### src/rtl/mem8x8_ctrl.sv
// rtl/mem8x8_ctrl.sv - 8x8 memory with valid/ready access controller and one-hot word-line select
// Optional per-word even parity is enabled by defining MEM8X8_PARITY_EN.
module mem8x8_ctrl #(
  parameter int DATA_W = 8,
  parameter int ADDR_W = 3
) (
  input  logic                       clk,
  input  logic                       rst_n,
  input  logic                       req_valid,
  output logic                       req_ready,
  input  logic                       req_we,
  input  logic [ADDR_W-1:0]          req_addr,
  input  logic [DATA_W-1:0]          req_wdata,
  output logic                       rsp_valid,
  input  logic                       rsp_ready,
  output logic [DATA_W-1:0]          rsp_rdata,
  output logic [(1<<ADDR_W)-1:0]     wl_sel
`ifdef MEM8X8_PARITY_EN
  ,
  input  logic                       inj_perr,
  output logic                       rsp_perr
`endif
);

  localparam int DEPTH = 1 << ADDR_W;

  typedef enum logic [1:0] {
    S_IDLE,
    S_ACCESS,
    S_RESP
  } state_t;

  state_t              r_state;
  state_t              w_next;
  logic                r_we;
  logic [ADDR_W-1:0]   r_addr;
  logic [DATA_W-1:0]   r_wdata;
  logic [DATA_W-1:0]   r_rdata;
  logic [DATA_W-1:0]   r_mem [DEPTH];
  logic [DATA_W-1:0]   w_word;
  logic                w_accept;
  logic                w_commit;

  assign w_accept  = (r_state == S_IDLE) && req_valid;
  assign w_commit  = (r_state == S_ACCESS);
  // Post-access word value: a write echoes its own data.
  assign w_word    = r_we ? r_wdata : r_mem[r_addr];
  assign rsp_rdata = r_rdata;

  always_ff @(posedge clk or negedge rst_n) begin
    if (!rst_n) begin
      r_state <= S_IDLE;
    end else begin
      r_state <= w_next;
    end
  end

  always_comb begin
    w_next    = r_state;
    req_ready = 1'b0;
    rsp_valid = 1'b0;
    wl_sel    = '0;
    case (r_state)
      S_IDLE: begin
        req_ready = 1'b1;
        if (req_valid) w_next = S_ACCESS;
      end
      S_ACCESS: begin
        wl_sel = DEPTH'(1) << r_addr;
        w_next = S_RESP;
      end
      S_RESP: begin
        rsp_valid = 1'b1;
        if (rsp_ready) w_next = S_IDLE;
      end
      default: w_next = S_IDLE;
    endcase
  end

  always_ff @(posedge clk or negedge rst_n) begin
    if (!rst_n) begin
      r_we    <= 1'b0;
      r_addr  <= '0;
      r_wdata <= '0;
      r_rdata <= '0;
      for (int i = 0; i < DEPTH; i++) r_mem[i] <= '0;
    end else begin
      if (w_accept) begin
        r_we    <= req_we;
        r_addr  <= req_addr;
        r_wdata <= req_wdata;
      end
      if (w_commit) begin
        r_rdata <= w_word;
        if (r_we) r_mem[r_addr] <= r_wdata;
      end
    end
  end

`ifdef MEM8X8_PARITY_EN
  logic       r_inj;
  logic       r_perr;
  logic       r_par [DEPTH];
  logic       w_par_word;

  assign w_par_word = r_we ? ((^r_wdata) ^ r_inj) : r_par[r_addr];
  assign rsp_perr   = rsp_valid & r_perr;

  // All-zero words with zero parity bits are consistent after reset.
  always_ff @(posedge clk or negedge rst_n) begin
    if (!rst_n) begin
      r_inj  <= 1'b0;
      r_perr <= 1'b0;
      for (int i = 0; i < DEPTH; i++) r_par[i] <= 1'b0;
    end else begin
      if (w_accept) r_inj <= inj_perr;
      if (w_commit) begin
        r_perr <= w_par_word ^ (^w_word);
        if (r_we) r_par[r_addr] <= w_par_word;
      end
    end
  end
`endif

endmodule

### config.mk
export PLATFORM = sky130hd
export DESIGN_NAME = mem8x8_ctrl
export DESIGN_NICKNAME = d
export VERILOG_FILES = /design/src/rtl/mem8x8_ctrl.sv
export SDC_FILE = /design/constraint.sdc
export NUM_CORES = 1
export LEC_CHECK = 0
export BUFFER_PORTS_ARGS = -buffer_cell sky130_fd_sc_hd__buf_4
export CAP_MARGIN = 20
export CORE_MARGIN = 1.5
export CORE_UTILIZATION = 56
export CTS_BUF_LIST = sky130_fd_sc_hd__clkbuf_4
export CTS_CLUSTER_DIAMETER = 50
export DETAILED_ROUTE_END_ITERATION = 8
export GPL_TIMING_DRIVEN = 1
export PLACE_DENSITY = 0.88
export SYNTH_ARGS = -nofsm -noshare
export SYNTH_HDL_FRONTEND = slang
export SYNTH_SLANG_ARGS = --single-unit
### constraint.sdc
create_clock -name clk -period 1.4 [get_ports clk]
set_input_delay 0.14 -clock clk [delete_from_list [all_inputs] [get_ports clk]]
set_output_delay 0.14 -clock clk [all_outputs]
set_load 0.05 [all_outputs]
### Word level (Yosys, flattened, before mapping)

Cells that the tools add are included.

* register bits: 86
* logic and storage cells: 39

* order comparisons: 2
* equality and inequality tests: 4
* shift operators: 1
* multiplexer cells: 13
* bitwise gates (word level): 1
* reduce and logical (&&, ||, !) cells: 5

Operators by type and width (number)
* bitwise mux 64 bit: 1
* two-way mux 8 bit: 5
* binary-select mux 8 bit (select 3 bit): 1
* demux 8 bit (select 3 bit): 1
* left shift 1 x 3 -> 8 bit (first input constant): 1
* one-hot mux 2 bit (3 select lines): 1
* greater-or-equal comparator 4 bit (second input constant): 1
* < comparator 4 x 1 -> 1 bit (second input constant): 1
* two-way mux 2 bit: 2
* inequality test 2 bit (second input constant): 2
* NOT 3 -> 4 bit: 1
* AND reduction 2 bit: 2
* equality test 2 x 1 -> 1 bit (second input constant): 1
* equality test 2 bit (second input constant): 1
* logical AND 1 bit: 2
* logical NOT 2 bit: 1
* two-way mux 1 bit: 2

### Logic depth before layout (Yosys ltp)

* depth in word-level cells: 6
* gate-level depth with buffers: 6
* depth with buffers taken out: 4

### Worst setup path before layout

No wires, ideal clock.

* kind: reg-to-output
* from: reg r_addr[2]
* to: out wl_sel[0]
* data arrival time: 2.406 ns
* setup slack: -1.146 ns
* stages on the path, launching flop included: 5
* buffers on the path: 3
* cells stage by stage: dfrtp_1 buf_2 buf_4 clkbuf_1 nor4_1

* longest elaborated chain between the ends: 2

Ends and longest elaborated chain
* from (decl): line 36 `logic [ADDR_W-1:0] r_addr;`
* from (signal assigned): line 90 `r_addr <= req_addr;`
* left shift 1 x 3 -> 8 bit: line 69 `wl_sel = DEPTH'(1) << r_addr;`
* two-way mux 8 bit: line 63 `case (r_state)`
* to (decl): line 17 `output logic [(1<<ADDR_W)-1:0] wl_sel`

Every way passes these cells.

### Worst setup path after layout

* from: reg r_state[1]
* to: out wl_sel[1]

* longest elaborated chain between the ends: 2

Ends and longest elaborated chain
* from (decl): line 33 `state_t r_state;`
* from (signal assigned): line 54 `r_state <= w_next;`
* equality test 2 x 1 -> 1 bit: line 63
* two-way mux 8 bit: line 63

Every way passes these cells.

==> results.json <==
{
  "hp-class": "in2async",
  "syn_area_sq_mm": 0.00403,
  "areaGrowthSynthToFinish_pct": 44.8,
  "numPortBuffers": 33,
  "setup_tns_ps": -40330,
  "crit_path_max_incr_delay_ps": 480,
  "clock-sinks": 86,
  "antenna_found_initial": 0,
  "clk_path_buf_depth": 2,
  "slew_viol_final": 0,
  "gr-usage-all-layers_pct": 37.9,
  "drtAntennaViolNets": 0,
  "crit_type": "reg2out",
  "die_width_microns": 87.8,
  "gr-total-overflow": 0,
  "fin_ws_ps": -643,
  "min_period_ps": 2040,
  "worst_clock_skew_ps": 55.1,
  "path_clk_slew_ps": 200,
  "r2r_setup_slack_ps": -620,
  "multi_input_area_sq_mm": 0.00214,
  "grt_first_pass_wirelength_mm": 20.7,
  "clk_latency_ps": 520,
  "ys_seq_elements": 86,
  "grt_pass1_vias": 3550,
  "ios": 34,
  "place_area_sq_mm": 0.00490,
  "drc": 0,
  "dp_hpwl_mm": 6.97,
  "finish.utilization_pct": 85.0,
  "cts_root_buf": "clkbuf_4",
  "dpl_worst_slack_ps": -332,
  "grt_max_degree": 38,
  "worst_slew_pin_slew_ps": 466,
  "end_kind": "output pin",
  "status": "complete, but fails checks",
  "numCtsBuffers": 9,
  "drtPass1Iterations": 5,
  "synthArstFlopShare_pct": 100,
  "core.rowCount": 30,
  "r2r-start": "r_state[1]",
  "synth_edf_count": 0,
  "maxCapViolCount": 0,
  "wire_per_inst_microns": 30.6,
  "cp_max_fo": 4,
  "syn_nets": 320,
  "ff2ff_path_depth": 8,
  "layout_commonest_cell": "dfrtp_1",
  "ys.flop_type": "dfrtp_1",
  "setup_viol": 94,
  "rsz0062_at_grt": "true",
  "syn_inst": 304,
  "gp_congestion": 0.854,
  "hold_viol_final": 0,
  "synth.avg_cell_area_sq_um": 13.3,
  "ys_types": 44,
  "synth-seq-area-share_pct": 53.4,
  "die_h_microns": 87.8,
  "relSlewSlack_pct": 69.0,
  "rr_endpoint": "r_mem[1]",
  "drive_above_1_share_pct": 61.7,
  "cts_tree": "built",
  "htreeDepth": 3,
  "ir_drop_v": 0.00141,
  "drt-vias-per-instance": 6.97,
  "nFillCells": 270,
  "final_cell_area_sq_mm": 0.00584,
  "dr_total_vias": 3595,
  "timing.final.crit_share_pct": 146,
  "start_kind": "flop",
  "timing.fmax_mhz": 489,
  "layout_common_cells": "82 x dfrtp_1, 61 x buf_4, 45 x mux2_2, 34 x mux2_4, 31 x buf_6",
  "drt-total-wl_mm": 15.8,
  "p_leak_nw": 2.68,
  "cp_slowest_cell": "dfrtp_1",
  "drtIter0Drc": 468,
  "antenna_cells": 0,
  "total_power_w": 0.0144,
  "path_cells": "and2b_2 > buf_8 > nand2_8 > nor3_4 > buf_6",
  "p_per_area_mw_per_mm2": 2470,
  "yosysWarnings": 0,
  "core_area_sq_mm": 0.00687,
  "nets": 431,
  "die_area_sq_mm": 0.00772,
  "violations": "setup timing",
  "cp.required_ps": 1260,
  "start_util_pct": 58.7,
  "critPathArrivalTime_ps": 1900,
  "regArea_sq_mm": 0.00216
}
## through the flow
stage | hold WS (ps) | cells
floorplan | -156 | 304
global placement | 107 | 457
detailed placement | 116 | 457
CTS | 124 | 507
global route | 170 | 516
finish | 150 | 516
## how the worst max path moves through the flow
stage	startpoint	to
finish	r_state[1]	wl_sel[1]
global route	r_state[1]	wl_sel[1]
CTS	r_state[1]	wl_sel[1]
detailed placement	r_addr[2]	r_mem[51]
global placement	r_addr[2]	r_mem[55]
floorplan	r_state[0]	r_addr[0]
## power by group
| part | internal (W) | total [W] | switching, W |
|---|---|---|---|
| Sequential | 0.00354 | 0.00488 | 0.00134 |
| Combinational | 0.00403 | 0.00806 | 0.00403 |
| Clock | 0.000406 | 0.00148 | 0.00108 |
## cell usage after synthesis (2+ instances only)
library cell,n,area (sq um)
nand2_1,2,7.51
mux2_2,71,800
a31oi_1,7,43.8
buf_2,5,25.0
mux2_4,8,120
dfrtp_1,86,2150
a221oi_1,4,35.0
nor2_2,3,18.8
a22o_1,5,43.8
nand3b_1,8,60.1
inv_1,3,11.3
nor3b_1,2,15.0
nand2b_1,7,43.8
o21ai_0,9,45.0
and3_1,2,12.5
buf_4,5,37.5
a21oi_1,3,15.0
and2_0,2,12.5
o2bb2ai_1,6,52.6
a32oi_1,2,17.5
buf_1,9,33.8
a22oi_1,2,15.0
clkbuf_1,4,15.0
nor3_1,4,20.0
nor2b_1,4,25.0
nor2_1,8,30.0
nand2_2,2,12.5
mux2i_1,15,150
## what timing repair did
item | CTS | global route
setup buffers | 20 | 9
cloned | 1 | 0
hold buffers | 14 | 0
endpoints found under the hold margin | 83 | 0
setup endpoints to repair | 94 | 94
resized for setup | 61 | 49
pin swaps | 12 | 17
## registers in the layout, indices dropped and copies added, names as in the netlist
register / cells
r_addr: 3
r_we: 1
r_mem: 64
r_state: 2
rsp_rdata: 8
r_wdata: 8
## cells by family (layout without fill, tap and decap cells)
group                  Yosys count  after routing  synth area share [%]
AO/OA/AOI/OAI                   43             43                  7.70
buffers and inverters           27            143                  3.32
flip-flops                      86             86                  53.4
multiplexers                    94             94                  26.5
AND/OR/NAND/NOR                 54             54                  9.06
## metal layers
metal,track usage (%),vias up,routed length [microns]
met5,0,-,0
met4,24.7,0,1160
met3,11.0,128,1950
met2,59.7,369,7040
met1,45.5,1764,5620
li1,-,1334,-
## area by class of cell
type / count / area share (%)
clock inverter: 7 / 1.07
tap: 96 / 2.06
clock buffer: 9 / 1.16
sequential: 86 / 36.9
multi-input combinational: 191 / 36.7
inverter: 3 / 0.236
timing repair buffer: 124 / 21.8
## critical path: cells and delay by family, from the launching register on
family                 cells  cell delay [ps]
buffers and inverters      2              320
and+or+nand+nor            3              580
DFF                        1              480
Note: power is estimated with default switching activity, not from simulation.
